**src/rtl/pipe_pkg.sv**
```systemverilog
// Shared types and constants for the instruction-fetch sequencing logic.
// Latency: n/a (definitions only). Backpressure: n/a.
package pipe_pkg;

    typedef enum logic [1:0] {
        ST_BOOT  = 2'd0,
        ST_RUN   = 2'd1,
        ST_HALT  = 2'd2,
        ST_FAULT = 2'd3
    } state_e;

    localparam logic [1:0] PCS_SEQ = 2'b00;
    localparam logic [1:0] PCS_BR  = 2'b01;
    localparam logic [1:0] PCS_JR  = 2'b10;
    localparam logic [1:0] PCS_J   = 2'b11;

    localparam logic [31:0] DEFAULT_RESET_PC = 32'h0000_0000;

endpackage

```
**src/rtl/sat_counter.sv**
```systemverilog
// Saturating up-counter with synchronous active-low clear.
// Latency: count visible one cycle after inc. Backpressure: none; sticks at all-ones.
module sat_counter #(
    parameter int W = 16
) (
    input  logic         clock,
    input  logic         clr_n,
    input  logic         inc,
    output logic [W-1:0] cnt
);

    logic [W-1:0] cnt_q;

    always_ff @(posedge clock) begin
        if (!clr_n) begin
            cnt_q <= '0;
        end else if (inc && (cnt_q != '1)) begin
            cnt_q <= cnt_q + 1'b1;
        end
    end

    assign cnt = cnt_q;

endmodule

```
**src/rtl/pipe_fetch_ctrl.sv**
```systemverilog
// Fetch-stage sequencer: owns the PC, gates PC/IR writes through boot, stall, halt and fault.
// Latency: npc accepted at an edge shows on pc after that edge; enables are combinational.
// Backpressure: stall holds pc and IR in place; halt and fault freeze fetch until reset.
module pipe_fetch_ctrl
    import pipe_pkg::*;
#(
    parameter logic [31:0] RESET_PC    = DEFAULT_RESET_PC,
    parameter int          BOOT_CYCLES = 1,
    parameter int          CNT_W       = 16
) (
    input  logic             clock,
    input  logic             resetn,
    input  logic [31:0]      npc,
    input  logic [1:0]       pcsource,
    input  logic             stall,
    input  logic             halt,
    output logic [31:0]      pc,
    output logic             pc_we,
    output logic             ir_we,
    output logic             fetch_valid,
    output logic             fault,
    output logic [CNT_W-1:0] stall_cnt,
    output logic [CNT_W-1:0] redirect_cnt
);

    localparam logic [3:0] BOOT_INIT = 4'(BOOT_CYCLES - 1);

    state_e      state_q, state_d;
    logic [31:0] pc_q, pc_d;
    logic [3:0]  boot_q, boot_d;
    logic        fault_q, fault_d;

    logic run;
    logic misaligned;
    logic accept;
    logic stall_inc;
    logic redir_inc;

    // Priority inside RUN: halt, then stall, then alignment check, then update.
    assign run        = (state_q == ST_RUN);
    assign misaligned = (npc[1:0] != 2'b00);
    assign accept     = run && !halt && !stall && !misaligned;
    assign stall_inc  = run && !halt && stall;
    assign redir_inc  = accept && (pcsource != PCS_SEQ);

    always_comb begin
        state_d = state_q;
        pc_d    = pc_q;
        boot_d  = boot_q;
        fault_d = fault_q;
        case (state_q)
            ST_BOOT: begin
                if (boot_q == 4'd0) begin
                    state_d = ST_RUN;
                end else begin
                    boot_d = boot_q - 4'd1;
                end
            end
            ST_RUN: begin
                if (halt) begin
                    state_d = ST_HALT;
                end else if (stall) begin
                    state_d = ST_RUN;
                end else if (misaligned) begin
                    state_d = ST_FAULT;
                    fault_d = 1'b1;
                end else begin
                    pc_d = npc;
                end
            end
            ST_HALT:  state_d = ST_HALT;
            ST_FAULT: state_d = ST_FAULT;
            default:  state_d = ST_BOOT;
        endcase
    end

    always_ff @(posedge clock) begin
        if (!resetn) begin
            state_q <= ST_BOOT;
            pc_q    <= RESET_PC;
            boot_q  <= BOOT_INIT;
            fault_q <= 1'b0;
        end else begin
            state_q <= state_d;
            pc_q    <= pc_d;
            boot_q  <= boot_d;
            fault_q <= fault_d;
        end
    end

    sat_counter #(.W(CNT_W)) u_stall_cnt (
        .clock (clock),
        .clr_n (resetn),
        .inc   (stall_inc),
        .cnt   (stall_cnt)
    );

    sat_counter #(.W(CNT_W)) u_redirect_cnt (
        .clock (clock),
        .clr_n (resetn),
        .inc   (redir_inc),
        .cnt   (redirect_cnt)
    );

    assign pc          = pc_q;
    assign pc_we       = accept;
    assign ir_we       = accept;
    assign fetch_valid = accept;
    assign fault       = fault_q;

endmodule
```
**config.mk**
```make
export PLATFORM = sky130hd
export DESIGN_NAME = pipe_fetch_ctrl
export DESIGN_NICKNAME = d
export VERILOG_FILES = /design/src/rtl/pipe_pkg.sv /design/src/rtl/sat_counter.sv /design/src/rtl/pipe_fetch_ctrl.sv
export SDC_FILE = /design/constraint.sdc
export NUM_CORES = 1
export LEC_CHECK = 0
export ABC_AREA = 1
export ABC_CLOCK_PERIOD_IN_PS = 1600
export CORE_UTILIZATION = 29
export DETAILED_ROUTE_END_ITERATION = 16
export GPL_TIMING_DRIVEN = 0
export PLACE_DENSITY = 0.63
export SYNTH_ARGS = -nofsm -noshare
export SYNTH_HDL_FRONTEND = slang
export SYNTH_SLANG_ARGS = --single-unit
```
**constraint.sdc**
```tcl
create_clock -name clock -period 1.6 [get_ports clock]
set_clock_uncertainty 0.15 [all_clocks]
set_input_delay 0.32 -clock clock [delete_from_list [all_inputs] [get_ports clock]]
set_output_delay 0.32 -clock clock [all_outputs]
set_load 0.02 [all_outputs]
```
==> results.json <==
{
  "synth_edf_count": 0,
  "ys.flop_type": "dfxtp_1",
  "end_kind": "output port",
  "postLayoutCellArea_sq_mm": 0.00529,
  "ant_nets": 0,
  "leakage_nw": 2.20,
  "fp-row-count": 38,
  "max_freq_ghz": 0.577,
  "vias": 3567,
  "synthCells": 474,
  "wl_um": 9800,
  "ios": 106,
  "path_class": "reg2out",
  "drtIter0Drc": 131,
  "yosysWarnings": 0,
  "numCtsBuffers": 9,
  "synth.area.top_cells": "dfxtp_1 43%, nand2_1 16%, a21oi_1 8.4%",
  "cts_tree": "built",
  "grt_overflow_total": 0,
  "yosysMostFrequentCell": "nand2_1",
  "grt_max_degree": 14,
  "yosysSeqAreaShare": 0.426,
  "fp.coreArea_sq_mm": 0.0110,
  "dieArea_sq_mm": 0.0119,
  "slew_violations": 0,
  "max_stage_delay_ns": 0.33,
  "fin_hold_ws_ns": 0.305,
  "whs_path_depth": 2,
  "syn_area_sq_mm": 0.00334,
  "violations": "setup timing",
  "antennaDiodeCount": 0,
  "timing.final.ws_setup_ns": -0.134,
  "synth_top_area_cell": "dfxtp_1",
  "slowest_stage": "dfxtp_2",
  "io_buffer_count": 105,
  "antenna_found_initial": 0,
  "power_density_mw_per_mm2": 899,
  "cp.required_ns": 1.13,
  "grt_pass1_wl_um": 15400,
  "avgSynthCellArea_sq_um": 7.05,
  "setup_violations": 10,
  "finalSetupTns_ns": -0.522,
  "place.gp.congestion": 0.813,
  "nNetsFinal": 650,
  "worst-slew-pin-transition_ns": 0.545,
  "hold_buffers": 0,
  "postSynthNetCount": 515,
  "cap_violations": 0,
  "postSynth.asyncResetShare": 0,
  "dpl_worst_slack_ns": -1.15,
  "dp_cells": 719,
  "fp.dieH_um": 109,
  "reg2reg_depth": 9,
  "cp-start-kind": "register",
  "path_common_cell": "buf_6",
  "first_pass_iters": 4,
  "track_usage": 0.165,
  "cp_max_fo": 4,
  "clk_pin_slew_ns": 0.06,
  "clock_latency_ns": 0.33,
  "htreeDepth": 3,
  "drive_gt1_frac": 0.249,
  "grt_pass1_vias": 3291,
  "place_area_sq_mm": 0.00458,
  "start_util": 0.303,
  "crit_chain": "inv_2 -> nor2_4 -> nand3_4 -> clkinv_4 -> buf_8 -> buf_6 -> buf_6",
  "clock_sinks": 71,
  "route.detailed.drc": 0,
  "hp-class": "reg2reg",
  "wl_per_cell_um": 13.0,
  "slew_headroom": 0.637,
  "hold_violations": 0,
  "finalCriticalPeriod_ns": 1.73,
  "viasPerCell": 4.73,
  "period_share": 1.08,
  "status": "finished with violations",
  "fin_cells": 754,
  "synth.ff_latch_count": 71,
  "synth_common_cells": "139 x nand2_1, 71 x dfxtp_1, 67 x nor2_1",
  "synth_cell_types": 35,
  "dp_hpwl_um": 6690,
  "clockBufferDepth": 2,
  "peakVddDrop_mv": 0.643,
  "clockRootBuffer": "clkbuf_16",
  "arrival_ns": 1.26,
  "rsz0062_at_grt": "true",
  "syn2layout_area_growth_pct": 58.5,
  "die_w_um": 109,
  "synth_top_area_frac": 0.426
}
==> area by class of cell <==
cell class	count	area, sq um
clock buffer	10	229
inverter	29	114
tap	140	175
buffer	19	141
sequential	71	1450
timing repair buffer	124	1130
fill	1113	5740
clock inverter	6	68.8
multi-input combinational	355	1980
==> where the power goes <==
group	switching [mW]	leakage, nW	internal, mW
clock	0.808	0.143	1.22
sequential	0.0604	0.583	1.87
combinational	0.440	1.47	0.367
==> timing repair <==
item / in CTS / in global routing
gates cloned: 2 / 1
gates resized for setup: 124 / 93
endpoints found under the setup margin: 127 / 72
pin swaps: 9 / 31
setup buffers: 8 / 9
==> critical path, delay by kind of cell (launching register included) <==
kind	cells	cell delay (ns)
buffers and inverters	5	0.40
flip-flops	1	0.33
AND/OR/NAND/NOR	2	0.19
==> worst paths after layout <==
kind	from	endpoint	slack, ns
setup / recovery	state_q[0]	ir_we	-0.13
hold / removal	pc[1]	pc[1]	0.30
hold reg to reg	pc[1]	pc[1]	0.30
setup reg to reg	u_stall_cnt.cnt[1]	u_stall_cnt.cnt[13]	-0.06
==> flip-flops by register name, summed over array words and instances, names as in the netlist <==
name and count:
boot_q 4, state_q 2, fault 1, pc 32, u_stall_cnt.cnt 16, u_redirect_cnt.cnt 16
==> cells in the final DEF (no fill, tap or decap), types with 3 or more instances in the layout <==
master / count
nor3_1: 4
buf_6: 15
nor2_4: 20
clkbuf_1: 6
nand2_1: 134
dlygate4sd2_1: 56
nand2_4: 3
a21oi_2: 12
nor2_1: 54
nand3b_1: 3
dfxtp_2: 14
nand3_1: 23
dfxtp_1: 53
o21ai_1: 3
nor2_2: 12
nand3_2: 10
xor2_1: 4
clkdlybuf4s15_1: 7
nand4_1: 3
inv_1: 25
clkbuf_16: 9
clkdlybuf4s50_1: 32
a21oi_1: 44
buf_4: 14
inv_2: 3
o21ai_0: 4
nand2_2: 6
dfxtp_4: 4
clkbuf_2: 11
==> per-stage QoR <==
stage          utilization  power (mW)
6_report             0.480        4.76
3_3_place_gp         0.415        2.66
2_1_floorplan            -        2.42
5_1_grt              0.480        5.00
4_1_cts              0.452        4.76
3_5_place_dp         0.415        2.68
==> logic make-up after synthesis <==
family | Yosys count | share of synthesized area
simple gates | 281 | 0.385
flops | 71 | 0.426
compound gates | 67 | 0.103
buf+inv | 48 | 0.0652
xor+xnor | 4 | 0.0105
fa+ha+maj | 3 | 0.0112
==> per-layer routing <==
metal | vias to the layer above | GRT usage | part of all wire
met5 | - | 0 | 0
met4 | 0 | 0.0524 | 0.012
met3 | 11 | 0.0682 | 0.080
met2 | 111 | 0.274 | 0.48
met1 | 1645 | 0.193 | 0.43
li1 | 1800 | - | -
Power figures use the tool's default switching activity.
==> RTL change, RTL diff (config.mk and constraints unchanged) <==
Reset style: asynchronous (`resetn`), changed in one clocked block.
--- a/src/rtl/pipe_fetch_ctrl.sv
+++ b/src/rtl/pipe_fetch_ctrl.sv
@@ -76,3 +76,3 @@
 
-    always_ff @(posedge clock) begin
+    always_ff @(posedge clock or negedge resetn) begin
         if (!resetn) begin
Function: differs if resetn is asserted again (counterexample within 4 cycles, from zero or initial values and one cycle with resetn low); with resetn held inactive, the same outputs for 10 cycles.
==> RTL change against the unedited design <==
The run ends with hold timing, setup timing left. Sequential cell count unchanged. Synthesized area rose by 6.9%. Setup slack got worse by 0.014 ns. Wire length rose by 1.9%. Final cell count rose by 5.0%. Final area increased by 5.0%. Non-clock buffer count shrank 3. Critical endpoint unchanged. Largest cell class unchanged.
Power is not compared: it rests on default switching activity, and its combinational part moved more than twofold at a synthesized area within 25%.
==> RTL change: results (changes against the unedited design) <==
- Outcome: finished with violations (unchanged).
- Failing checks: hold timing, setup timing (was setup timing).
- The family with the most delay on the worst path is flip-flops (was buffers and inverters).
- The worst slew slack as a fraction of its limit is 0.658 (was 0.637).
- The total length of routed wires is 9.99 mm (was 9.80 mm).
- The share of synthesized registers carrying an async set or reset is 0.549 (was 0).
- The number of design-rule violations left by the first detailed-router iteration is 188 (was 131).
- The post-placement worst setup slack is -1.16 ns (was -1.15 ns).
- Commonest cells in the netlist: 195 x sky130_fd_sc_hd__nand2_1, 75 x sky130_fd_sc_hd__nor2_1, 39 x sky130_fd_sc_hd__dfrtp_1 (was 139 x sky130_fd_sc_hd__nand2_1, 71 x sky130_fd_sc_hd__dfxtp_1, 67 x sky130_fd_sc_hd__nor2_1).
- The post-cts repair resize count is 129 (was 124).
- The final number of setup-violating endpoints is 4 (was 10).
- The total routing usage reported by global routing is 0.161 (was 0.165).
- The net count after synthesis came to 538 (was 515).
- The initial antenna violation count was 2 (was 0).
- The fill cell instance count of the final layout is 1195 (was 1113).
- The global-route wire length before repair is 16.0 mm (was 15.4 mm).
- Leading post-synthesis cells by cell area: sky130_fd_sc_hd__dfrtp_1 27%, sky130_fd_sc_hd__nand2_1 21%, sky130_fd_sc_hd__dfxtp_1 18%, sky130_fd_sc_hd__nor2_1 7.9%, sky130_fd_sc_hd__inv_1 3.8% (was sky130_fd_sc_hd__dfxtp_1 43%, sky130_fd_sc_hd__nand2_1 16%, sky130_fd_sc_hd__a21oi_1 8.4%, sky130_fd_sc_hd__nor2_1 7.5%, sky130_fd_sc_hd__nand3_1 5.1%).
- The worst-case hold slack is -0.325 ns (was 0.305 ns).
- The number of hold violations in the final report came to 39 (was 0).
- The capture point of the worst reg-to-reg path is u_redirect_cnt.cnt[9]$_SDFFE_PN0P_ (was u_stall_cnt.cnt[13]$_SDFFE_PN0P_).
- Overall power consumption after layout is estimated at 3.91 mW.
- The xor/xnor cell area share of the yosys netlist came to 0.0196 (was 0.0105).
- The count of cell types in the netlist is 31 (was 35).
- The cell count of the worst reg-to-reg path came to 8 (was 9).
- The number of buffers added for setup after CTS came to 13 (was 8).
- The worst flop-to-flop path startpoint is state_q[0]$_DFFE_PN0P_ (was u_stall_cnt.cnt[1]$_SDFFE_PN0P_).
- The sequential fraction of the synthesis area was 0.453 (was 0.426).
- The total half-perimeter wirelength after legalization and detailed placement is 6.84 mm (was 6.69 mm).
- The pin count of the biggest net entering global routing is 39 (was 14).
- The number of global-route vias before repair is 3434 (was 3291).
- The arrival time at the worst endpoint is 1.28 ns (was 1.26 ns).
- The final weighted congestion of routability-driven global placement came to 0.847 (was 0.813).
- The total negative slack is -0.376 ns (was -0.522 ns).
- The setup slack of the critical path after layout is -0.147 ns (was -0.134 ns).
- The worst min-delay path class is primary input to async pin (was flip-flop to flip-flop).
## RTL change: changes by cell type after synthesis, sizes merged, moves of 9 or more
cell	before	now
nand2	144	203
dfrtp	0	39
dfxtp	71	32
a21oi	56	22
inv	27	39
nand3	35	26
## RTL change: layout make-up
cell class | count | area (um^2) | share of cell area
plain buffers | 9 | 67.6 | 0.0122
clock buffers | 10 | 239 | 0.0430
inverters | 42 | 171 | 0.0308
flip-flops and latches | 71 | 1650 | 0.298
well taps | 147 | 184 | 0.0331
multi-input cells | 375 | 1990 | 0.357
repair buffers | 131 | 1200 | 0.216
clock inverters | 5 | 48.8 | 0.00878
diodes | 2 | 5.00 | 0.000901
## RTL change: metal layers
layer | up-vias | GRT usage | share of wire
met5 | - | 0 | 0
li1 | 1834 | - | -
met2 | 131 | 0.256 | 0.46
met4 | 0 | 0.0658 | 0.018
met3 | 13 | 0.0734 | 0.098
met1 | 1670 | 0.188 | 0.42
